--- src/rtl/fetch_stage_if.sv ---
// Signal bundle between the fetch stage, the instruction cache, the hazard
// unit / EX-MEM redirect source, and the IF/ID pipeline register.
// The master modport is the fetch stage itself; slave is its environment.
interface fetch_stage_if;
    // icache side
    logic        ihit;
    logic [31:0] imemload;
    logic        imemREN;
    logic [31:0] imemaddr;

    // hazard unit and redirect source
    logic        stall;
    logic        redirect_valid;
    logic [31:0] redirect_addr;

    // IF/ID side
    logic        ifid_wen;
    logic [31:0] instruction_out;
    logic [31:0] pcn_out;
    logic [31:0] next_address_out;
    logic        halted;

    modport master (
        input  ihit,
        input  imemload,
        input  stall,
        input  redirect_valid,
        input  redirect_addr,
        output imemREN,
        output imemaddr,
        output ifid_wen,
        output instruction_out,
        output pcn_out,
        output next_address_out,
        output halted
    );

    modport slave (
        output ihit,
        output imemload,
        output stall,
        output redirect_valid,
        output redirect_addr,
        input  imemREN,
        input  imemaddr,
        input  ifid_wen,
        input  instruction_out,
        input  pcn_out,
        input  next_address_out,
        input  halted
    );
endinterface

--- src/rtl/fetch_stage.sv ---
// Instruction-fetch stage. Owns the PC, issues icache reads (address held
// stable until ihit), delivers words to IF/ID in the ihit cycle, parks one
// word in a hold buffer when IF/ID is stalled, and honours branch/jump
// redirects by discarding wrong-path data. Stops after delivering HALT_WORD.
module fetch_stage #(
    parameter logic [31:0] PC_INIT   = 32'h0000_0000,
    parameter logic [31:0] HALT_WORD = 32'hFFFF_FFFF
) (
    input  logic          CLK,
    input  logic          nRST,
    fetch_stage_if.master fs
);

    // FETCH  : request outstanding at pc, deliver on ihit
    // DISCARD: redirect arrived during a miss; wait out the stale request
    // HOLD   : a word was fetched while IF/ID was stalled; present the buffer
    // HALTED : HALT delivered, no more requests until redirect or reset
    typedef enum logic [1:0] {
        FETCH   = 2'd0,
        DISCARD = 2'd1,
        HOLD    = 2'd2,
        HALTED  = 2'd3
    } state_t;

    state_t      state_q, state_d;
    logic [31:0] pc_q, pc_d;
    logic [31:0] buf_instr_q, buf_instr_d;
    logic [31:0] buf_pc_q, buf_pc_d;
    logic [31:0] tgt_q, tgt_d;

    // Internal (ungated) output values; forced to zero while reset is held.
    logic        imem_ren_c;
    logic        ifid_wen_c;
    logic [31:0] instr_c;
    logic [31:0] pcn_c;
    logic        halted_c;

    logic [31:0] redir_tgt;
    logic [31:0] pc_plus4;
    logic        load_is_halt;
    logic        buf_is_halt;

    // Redirect targets are word aligned: the two low bits are simply dropped.
    assign redir_tgt    = fs.redirect_addr & 32'hFFFF_FFFC;
    // Natural 32-bit wrap: 0xFFFF_FFFC + 4 = 0.
    assign pc_plus4     = pc_q + 32'd4;
    assign load_is_halt = (fs.imemload == HALT_WORD);
    assign buf_is_halt  = (buf_instr_q == HALT_WORD);

    // State register with asynchronous active-low reset.
    always_ff @(posedge CLK or negedge nRST) begin
        if (!nRST) begin
            state_q     <= FETCH;
            pc_q        <= PC_INIT;
            buf_instr_q <= 32'd0;
            buf_pc_q    <= 32'd0;
            tgt_q       <= 32'd0;
        end else begin
            state_q     <= state_d;
            pc_q        <= pc_d;
            buf_instr_q <= buf_instr_d;
            buf_pc_q    <= buf_pc_d;
            tgt_q       <= tgt_d;
        end
    end

    // Next-state and output decode; redirect always beats delivery.
    always_comb begin
        state_d     = state_q;
        pc_d        = pc_q;
        buf_instr_d = buf_instr_q;
        buf_pc_d    = buf_pc_q;
        tgt_d       = tgt_q;

        imem_ren_c  = 1'b0;
        ifid_wen_c  = 1'b0;
        instr_c     = fs.imemload;
        pcn_c       = pc_q;
        halted_c    = 1'b0;

        case (state_q)
            FETCH: begin
                imem_ren_c = 1'b1;
                if (fs.redirect_valid) begin
                    if (fs.ihit) begin
                        // Request already returned: jump straight away.
                        pc_d = redir_tgt;
                    end else begin
                        // Keep the outstanding request stable; jump later.
                        tgt_d   = redir_tgt;
                        state_d = DISCARD;
                    end
                end else if (fs.ihit) begin
                    pc_d = pc_plus4;
                    if (fs.stall) begin
                        buf_instr_d = fs.imemload;
                        buf_pc_d    = pc_q;
                        state_d     = HOLD;
                    end else begin
                        ifid_wen_c = 1'b1;
                        if (load_is_halt) begin
                            state_d = HALTED;
                        end
                    end
                end
            end

            DISCARD: begin
                imem_ren_c = 1'b1;
                if (fs.redirect_valid) begin
                    tgt_d = redir_tgt;
                end
                if (fs.ihit) begin
                    // Stale word dropped; the newest target wins.
                    pc_d    = fs.redirect_valid ? redir_tgt : tgt_q;
                    state_d = FETCH;
                end
            end

            HOLD: begin
                instr_c = buf_instr_q;
                pcn_c   = buf_pc_q;
                if (fs.redirect_valid) begin
                    pc_d    = redir_tgt;
                    state_d = FETCH;
                end else if (!fs.stall) begin
                    ifid_wen_c = 1'b1;
                    state_d    = buf_is_halt ? HALTED : FETCH;
                end
            end

            HALTED: begin
                halted_c = 1'b1;
                if (fs.redirect_valid) begin
                    // The HALT was on a wrong path; resume at the target.
                    pc_d    = redir_tgt;
                    state_d = FETCH;
                end
            end

            default: begin
                state_d = FETCH;
            end
        endcase
    end

    // Drive the bus; everything reads as zero while reset is asserted.
    always_comb begin
        fs.imemREN          = 1'b0;
        fs.imemaddr         = 32'd0;
        fs.ifid_wen         = 1'b0;
        fs.instruction_out  = 32'd0;
        fs.pcn_out          = 32'd0;
        fs.next_address_out = 32'd0;
        fs.halted           = 1'b0;
        if (nRST) begin
            fs.imemREN          = imem_ren_c;
            fs.imemaddr         = pc_q;
            fs.ifid_wen         = ifid_wen_c;
            fs.instruction_out  = instr_c;
            fs.pcn_out          = pcn_c;
            fs.next_address_out = pcn_c + 32'd4;
            fs.halted           = halted_c;
        end
    end

endmodule

--- src/flat_wrapper.sv ---
// flat-port wrapper written by rule: the top's interface ports become plain ports
module fetch_stage_flat 
#(
    parameter logic [31:0] PC_INIT   = 32'h0000_0000,
    parameter logic [31:0] HALT_WORD = 32'hFFFF_FFFF
)
  (CLK, nRST, fs_ihit, fs_imemload, fs_stall, fs_redirect_valid, fs_redirect_addr, fs_imemREN, fs_imemaddr, fs_ifid_wen, fs_instruction_out, fs_pcn_out, fs_next_address_out, fs_halted);
  fetch_stage_if fs_i ();
  input  logic CLK;
  input  logic nRST;
  input wire logic [$bits(fs_i.ihit)-1:0] fs_ihit;
  input wire logic [$bits(fs_i.imemload)-1:0] fs_imemload;
  input wire logic [$bits(fs_i.stall)-1:0] fs_stall;
  input wire logic [$bits(fs_i.redirect_valid)-1:0] fs_redirect_valid;
  input wire logic [$bits(fs_i.redirect_addr)-1:0] fs_redirect_addr;
  output wire logic [$bits(fs_i.imemREN)-1:0] fs_imemREN;
  output wire logic [$bits(fs_i.imemaddr)-1:0] fs_imemaddr;
  output wire logic [$bits(fs_i.ifid_wen)-1:0] fs_ifid_wen;
  output wire logic [$bits(fs_i.instruction_out)-1:0] fs_instruction_out;
  output wire logic [$bits(fs_i.pcn_out)-1:0] fs_pcn_out;
  output wire logic [$bits(fs_i.next_address_out)-1:0] fs_next_address_out;
  output wire logic [$bits(fs_i.halted)-1:0] fs_halted;
  assign fs_i.ihit = fs_ihit;
  assign fs_i.imemload = fs_imemload;
  assign fs_i.stall = fs_stall;
  assign fs_i.redirect_valid = fs_redirect_valid;
  assign fs_i.redirect_addr = fs_redirect_addr;
  assign fs_imemREN = fs_i.imemREN;
  assign fs_imemaddr = fs_i.imemaddr;
  assign fs_ifid_wen = fs_i.ifid_wen;
  assign fs_instruction_out = fs_i.instruction_out;
  assign fs_pcn_out = fs_i.pcn_out;
  assign fs_next_address_out = fs_i.next_address_out;
  assign fs_halted = fs_i.halted;
  fetch_stage #(.PC_INIT(PC_INIT), .HALT_WORD(HALT_WORD)) u_core (.CLK(CLK), .nRST(nRST), .fs(fs_i));
endmodule
--- config.mk ---
export PLATFORM = sky130hd
export DESIGN_NAME = fetch_stage_flat
export DESIGN_NICKNAME = d
export VERILOG_FILES = /design/src/rtl/fetch_stage_if.sv /design/src/rtl/fetch_stage.sv /design/src/flat_wrapper.sv
export SDC_FILE = /design/constraint.sdc
export NUM_CORES = 1
export LEC_CHECK = 0
export ABC_AREA = 1
export ABC_CLOCK_PERIOD_IN_PS = 5430
export CORE_MARGIN = 4
export CORE_UTILIZATION = 54
export DETAILED_ROUTE_END_ITERATION = 10
export DONT_BUFFER_PORTS = 1
export PLACE_DENSITY = 0.69
export SLEW_MARGIN = 10
export SYNTH_ARGS = -nofsm -noshare
export SYNTH_HDL_FRONTEND = slang
export SYNTH_SLANG_ARGS = --single-unit
--- constraint.sdc ---
create_clock -name CLK -period 5.43 [get_ports CLK]
set_clock_uncertainty 0.2 [all_clocks]
set_input_delay 0.8145 -clock CLK [delete_from_list [all_inputs] [get_ports CLK]]
set_output_delay 0.8145 -clock CLK [all_outputs]
set_load 0.1 [all_outputs]
==> flow_summary_export.csv, run 1 <==
group,metric,value,unit
route,vias,9850,
placed_design,io_buffer_count,0,
timing,setup_tns,0,ns
timing,period_share,82.8,%
cells_and_area,diodes,0,
cts,post_cts_resized,0,
route,via_per_inst,5.63,
logic_synthesis,async_reset_ff_share,100,%
cells_and_area,seqCellArea,3250,µm²
logic_synthesis,synth_top_family_by_area,"simple AND/OR/NAND/NOR gates",
logic_synthesis,synth_flop_cell,"dfrtp_1",
min_path,hold_path.class,"in -> async",
die,die_x,139,µm
route,post_drt_wl_per_cell,16.7,µm
die,io_pins,200,
cells_and_area,fill_cells,1574,
timing,finalWorstSetupSlack,0.933,ns
logic_synthesis,synth_area_leaders,"dfrtp_1 35%, nand2_1 20%, o21ai_0 8.5%",
cts,clock_sinks,130,
cells_and_area,fin_area,10800,µm²
die,die_area,19400,µm²
logic_synthesis,synth-seq-cells,130,
cts,root_buffer,"clkbuf_16",
cts,insertion_delay,0.42,ns
timing,finalSetupViolCount,0,
timing,grt_setup_unrepaired,"false",
logic_synthesis,synth_top_cell_by_area,"dfrtp_1",
cts,holdBufCountCts,1,
worst_setup_path,path_delay_family,"simple AND/OR/NAND/NOR gates",
worst_setup_path,r2r_end,"u_core.tgt_q[22]",
route,drc,0,
logic_synthesis,synth_cell_types,38,
worst_setup_path,crit_top_cell,"nand2_1",
grt,grt_pass1_wl,47800,µm
timing,post-route-min-period,4.50,ns
grt,grt_max_degree,131,
grt,grt_use_total,30.0,%
timing,worstMarginPinSlew,1.14,ns
outcome,status,"completed",
worst_setup_path,cp_cell_sequence,"buf_4 -> inv_4 -> nor2_8 -> nand2_1 -> nand2_1 -> nand2_1 -> inv_1 -> nand2_1 -> nor2_4 -> nand2_1 -> nor2_1 -> nand3_1 -> nand2_1 -> buf_4",
timing,fmax,0.222,GHz
logic_synthesis,netlist_top_cells_count,"486 x nand2_1, 179 x inv_1, 158 x o21ai_0",
cells_and_area,nets,1588,
worst_setup_path,crit_type,"reg -> out",
worst_setup_path,worstSetupPathDepth,14,
placed_design,place.gp.congestion,0.923,
timing,maxSlewHeadroom,23.7,%
placed_design,hpwl,21000,µm
die,initial_core_util,55.7,%
worst_setup_path,critPathBufInv,4,
worst_setup_path,end_kind,"output pin",
worst_setup_path,start_kind,"flop",
worst_setup_path,cpMaxStageDelayCell,"dfrtp_1",
placed_design,pre_cts_ws,1.42,ns
worst_setup_path,cpPeakStageDelay,0.56,ns
cts,clock_path_buffers,2,
logic_synthesis,synth_compound_area_share,19.6,%
grt,grt-ovfl-total,0,
die,die_h,139,µm
grt,antenna_found_initial,0,
worst_setup_path,worstPathArrival,3.48,ns
route,first_pass_iters,6,
cts,postCtsSetupRepairBufs,0,
cts,cts_tree,"yes",
run,maxCapViolCount,0,
route,drt_iter0_drc,901,
logic_synthesis,synth_fa_ha_area_share,0.269,%
logic_synthesis,synth_edf_count,0,
logic_synthesis,postSynthAreaPerCell,6.25,µm²
die,rows,47,
worst_setup_path,critPathMaxFanout,28,
logic_synthesis,synthesis.instances,1489,
logic_synthesis,yosysMostFrequentCell,"nand2_1",
route,drt_wl_total,29200,µm
timing,drv_slew,0,
timing,finalHoldViolCount,0,
cells_and_area,area_growth_syn_to_layout,16.5,%
logic_synthesis,synth_area,9300,µm²
logic_synthesis,synth_mux_area_share,0.242,%
logic_synthesis,synth_top_area_share,35.0,%
die,core_area,16700,µm²
logic_synthesis,synth_xor_area_share,0.377,%
worst_setup_path,r2r-start,"u_core.state_q[1]",
cts,clkTransAtPathRegs,0.06,ns
worst_setup_path,reg2reg_setup_slack,2.02,ns
cts,htree_levels,4,
cells_and_area,multi_input_area,5300,µm²
worst_setup_path,endpoint,"fs_next_address_out[23]",
logic_synthesis,syn-num-nets,1560,
logic_synthesis,ys_seq_area_share,35.0,%
logic_synthesis,yosys_warnings,0,
worst_setup_path,ff2ff_path_depth,9,
cts,cts_made_buffers,17,
grt,grt_pass1_vias,9147,
worst_setup_path,cp.required,4.42,ns
placed_design,postPlaceCellArea,10200,µm²
route,ant_nets,0,
logic_synthesis,synth_simple_gate_area_share,33.1,%
cells_and_area,drive_gt1_share,15.9,%
worst_setup_path,cp-startpoint,"u_core.state_q[1]",
[per-layer routing]
metal | GRT usage, % | vias up | part of all wire [%]
met5 | 0 | - | 0
met1 | 43.0 | 4510 | 43
met4 | 8.50 | 0 | 2.6
met2 | 46.2 | 454 | 45
met3 | 6.52 | 54 | 9.7
li1 | - | 4832 | -
[worst reg2reg max path: stages, from the launching register on]
cell	delay, ns
dfrtp_1	0.56
buf_4	0.41
inv_4	0.16
nand2_1	0.10
buf_4	0.41
inv_1	0.48
a21oi_4	0.32
buf_4	0.40
a21oi_1	0.11
a22oi_1	0.18
[cell families after synthesis]
logic type / Yosys count
and+or+nand+nor: 755
AOI/OAI and AO/OA: 333
buffers and inverters: 263
DFF: 130
xor gates and xnor gates: 4
muxes: 2
adders and majority gates: 2
[stage by stage]
step / utilization (%) / hold WS, ns / cells
6_report: 64.9 / 0.139 / 1750
5_1_grt: 64.9 / 0.167 / 1750
4_1_cts: 64.9 / 0.209 / 1750
3_5_place_dp: 61.3 / 0.260 / 1717
3_3_place_gp: 61.3 / 0.255 / 1717
2_1_floorplan: - / 0.242 / 1489
[worst min path at each step]
| stage | from | end | slack [ns] | cells after the start |
|---|---|---|---|---|
| 2_1_floorplan | u_core.tgt_q[0] | u_core.tgt_q[0] | 0.24 | 2 |
| 3_3_place_gp | u_core.tgt_q[1] | u_core.tgt_q[1] | 0.26 | 2 |
| 3_5_place_dp | u_core.tgt_q[1] | u_core.tgt_q[1] | 0.26 | 2 |
| 4_1_cts | nRST | u_core.buf_instr_q[19] | 0.21 | 1 |
| 5_1_grt | nRST | u_core.buf_instr_q[17] | 0.17 | 1 |
| 6_report | nRST | u_core.buf_instr_q[17] | 0.14 | 1 |
[cell type report]
cell class,instances,share of cell area (%)
Multi-Input combinational cell,1096,48.9
Sequential cell,130,30.0
Timing Repair Buffer,88,6.77
Inverter,184,6.42
Clock buffer,22,4.38
Tap cell,220,2.54
Clock inverter,10,0.935
[placed cells by master (no fill, tap or decap), types with 2 or more instances in the layout]
cell	Yosys	routed
nand3_1	62	61
buf_16	0	3
o21ai_1	4	4
nand2_1	486	486
a21oi_1	114	68
o21ai_2	2	2
clkbuf_8	0	3
inv_4	2	2
nand2_2	11	11
dfrtp_1	130	130
a221oi_1	9	9
o31ai_1	2	2
nor3_1	12	10
a21oi_4	0	3
o22ai_1	3	3
nor2_2	9	48
nor3_2	0	2
ha_1	2	2
a31oi_1	7	7
o21ai_0	158	158
buf_4	5	84
o221ai_1	7	7
clkbuf_16	0	17
mux2_2	2	2
inv_2	3	4
clkinvlp_4	0	3
inv_1	179	178
nor2_1	152	113
nor2_4	3	3
xor2_1	4	4
a211oi_1	5	5
nand4_1	14	14
clkinv_4	0	4
a21oi_2	1	44
a22oi_1	20	20
clkbuf_1	51	2
and2_1	2	2
[registers in the layout, summed over array words and instances (netlist names)]
register	flops
u_core.buf_instr_q	32
u_core.buf_pc_q	32
u_core.pc_q	32
u_core.tgt_q	32
u_core.state_q	2
Power of run 1 is not shown: default switching activity piles up to over one toggle a cycle in this logic, so the estimate is an artifact.
==> run 2: changes to the inputs <==
Settings changed: ABC_CLOCK_PERIOD_IN_PS 5430 to 3970, PLACE_DENSITY 0.69 to 0.72.
Clock period 5.43 ns to 3.97 ns, I/O delays scaled along.
==> flow_summary_export.csv, run 2 (same netlist as run 1, synthesis figures left out) <==
group,metric,value,unit
outcome,status,"completed",
cts,clock_sinks,130,
timing,maxSlewHeadroom,42.7,%
cells_and_area,fin_cells,1774,
die,core_area,16700,µm²
route,via_per_inst,5.66,
grt,antenna_found_initial,0,
timing,worstMarginPinSlew,0.859,ns
route,vias,10000,
die,rows,47,
die,io_pins,200,
cells_and_area,drive_gt1_share,17.4,%
timing,drv_slew,0,
grt,grt_pass1_wl,47900,µm
timing,grt_setup_unrepaired,"false",
grt,grt_max_degree,131,
grt,grt_pass1_vias,9173,
cts,insertion_delay,0.43,ns
cts,htree_levels,4,
route,ant_nets,0,
worst_setup_path,end_kind,"output pin",
die,initial_core_util,55.7,%
worst_setup_path,reg2reg_setup_slack,1.23,ns
timing,finalSetupViolCount,0,
worst_setup_path,start_kind,"flop",
cells_and_area,nets,1612,
placed_design,io_buffer_count,0,
cts,clkTransAtPathRegs,0.06,ns
die,die_x,139,µm
timing,period_share,93.1,%
cts,root_buffer,"clkbuf_16",
placed_design,hpwl,21400,µm
die,die_area,19400,µm²
route,drt_iter0_drc,978,
worst_setup_path,cp.required,3.17,ns
route,drc,0,
cells_and_area,area_growth_syn_to_layout,23.3,%
timing,post-route-min-period,3.70,ns
cts,clock_path_buffers,2,
placed_design,place.gp.congestion,0.986,
cts,cts_tree,"yes",
die,die_h,139,µm
cells_and_area,layout_commonest_cell,"nand2_1",
cells_and_area,diodes,0,
min_path,hold_path.class,"in -> reg",
worst_setup_path,worstPathArrival,2.90,ns
placed_design,dp.cells,1738,
timing,fmax,0.271,GHz
timing,finalHoldViolCount,0,
worst_setup_path,critPathMaxFanout,40,
cells_and_area,final_cell_mix,"486 x nand2_1, 178 x inv_1, 158 x o21ai_0, 128 x dfrtp_1, 113 x nor2_1",
route,drt_wl_total,29800,µm
run,maxCapViolCount,0,
grt,grt-ovfl-total,0,
route,post_drt_wl_per_cell,16.8,µm
worst_setup_path,crit_type,"reg -> out",
route,first_pass_iters,5,
grt,grt_use_total,30.2,%
cts,cts_made_buffers,17,
[run 2: cell count changes in the layout (fill, tap and decap cells not counted), moves of 2 or more]
cell / delta
clkinv_2: +2
o21ai_4: +2
clkbuf_1: -2
buf_12: +33
bufinv_16: +2
dfrtp_1: -2
dfrtp_2: +2
o21ai_2: -2
buf_4: -9
clkbuf_8: -3
[run 2: final timing paths]
path                                                end  depth (start not counted)         startpoint
worst min register to register          u_core.tgt_q[1]                          2    u_core.tgt_q[1]
worst max-delay path            fs_next_address_out[20]                         13  u_core.state_q[1]
worst max register to register          u_core.pc_q[11]                          8  u_core.state_q[1]
min in group asynchronous                u_core.pc_q[0]                          2               nRST
worst min-delay path                   u_core.tgt_q[25]                          2  fs_redirect_valid
max in group asynchronous             u_core.state_q[1]                          2               nRST
[run 2: area by class of cell]
cell class                      count  area (µm²)
Fill cell                        1443        5230
Multi-Input combinational cell   1096        5320
Tap cell                          220         275
Clock buffer                       17         425
Timing Repair Buffer              112        1310
Clock inverter                     15         184
Sequential cell                   130        3260
Inverter                          184         696
[run 2: through the flow]
stage | TNS (ns) | worst slack (ns) | utilization [%] | hold slack [ns] | cell area [µm²]
finish | 0 | 0.274 | 68.7 | 0.129 | 11500
global route | 0 | 0.0142 | 68.7 | 0.140 | 11500
CTS | 0 | 0.0822 | 68.5 | 0.129 | 11400
detailed placement | 0 | 0.458 | 64.6 | 0.108 | 10800
global placement | 0 | 0.518 | 64.6 | 0.108 | 10800
floorplan | -0.723 | -0.317 | - | 0.0999 | 9330
[run 2: worst max-delay path: stages (launching register included)]
cell     delay (ns)
dfrtp_2        0.49
nand2_8        0.25
nand2_1        0.14
o21ai_4        0.12
ha_1           0.25
nand2_1        0.10
nor2_2         0.21
nand2_1        0.22
nor2_2         0.21
nand3_1        0.10
nand2_1        0.07
nand2_1        0.04
inv_1          0.08
buf_12         0.18
[run 2: what timing repair did]
action / CTS / global route
gates resized for setup: 1 / 3
endpoints found under the hold margin: 130 / 0
hold buffers: 2 / 0
buffers inserted: 0 / 2
setup endpoints to repair: 1 / 6
[run 2: layer usage]
metal  wire [µm]  global-route usage, %
met1       12400                   42.4
met2       13500                   45.5
met3        3080                   7.82
met4         775                   10.5
met5           0                      0
Power of run 2 is left out for the same reason.
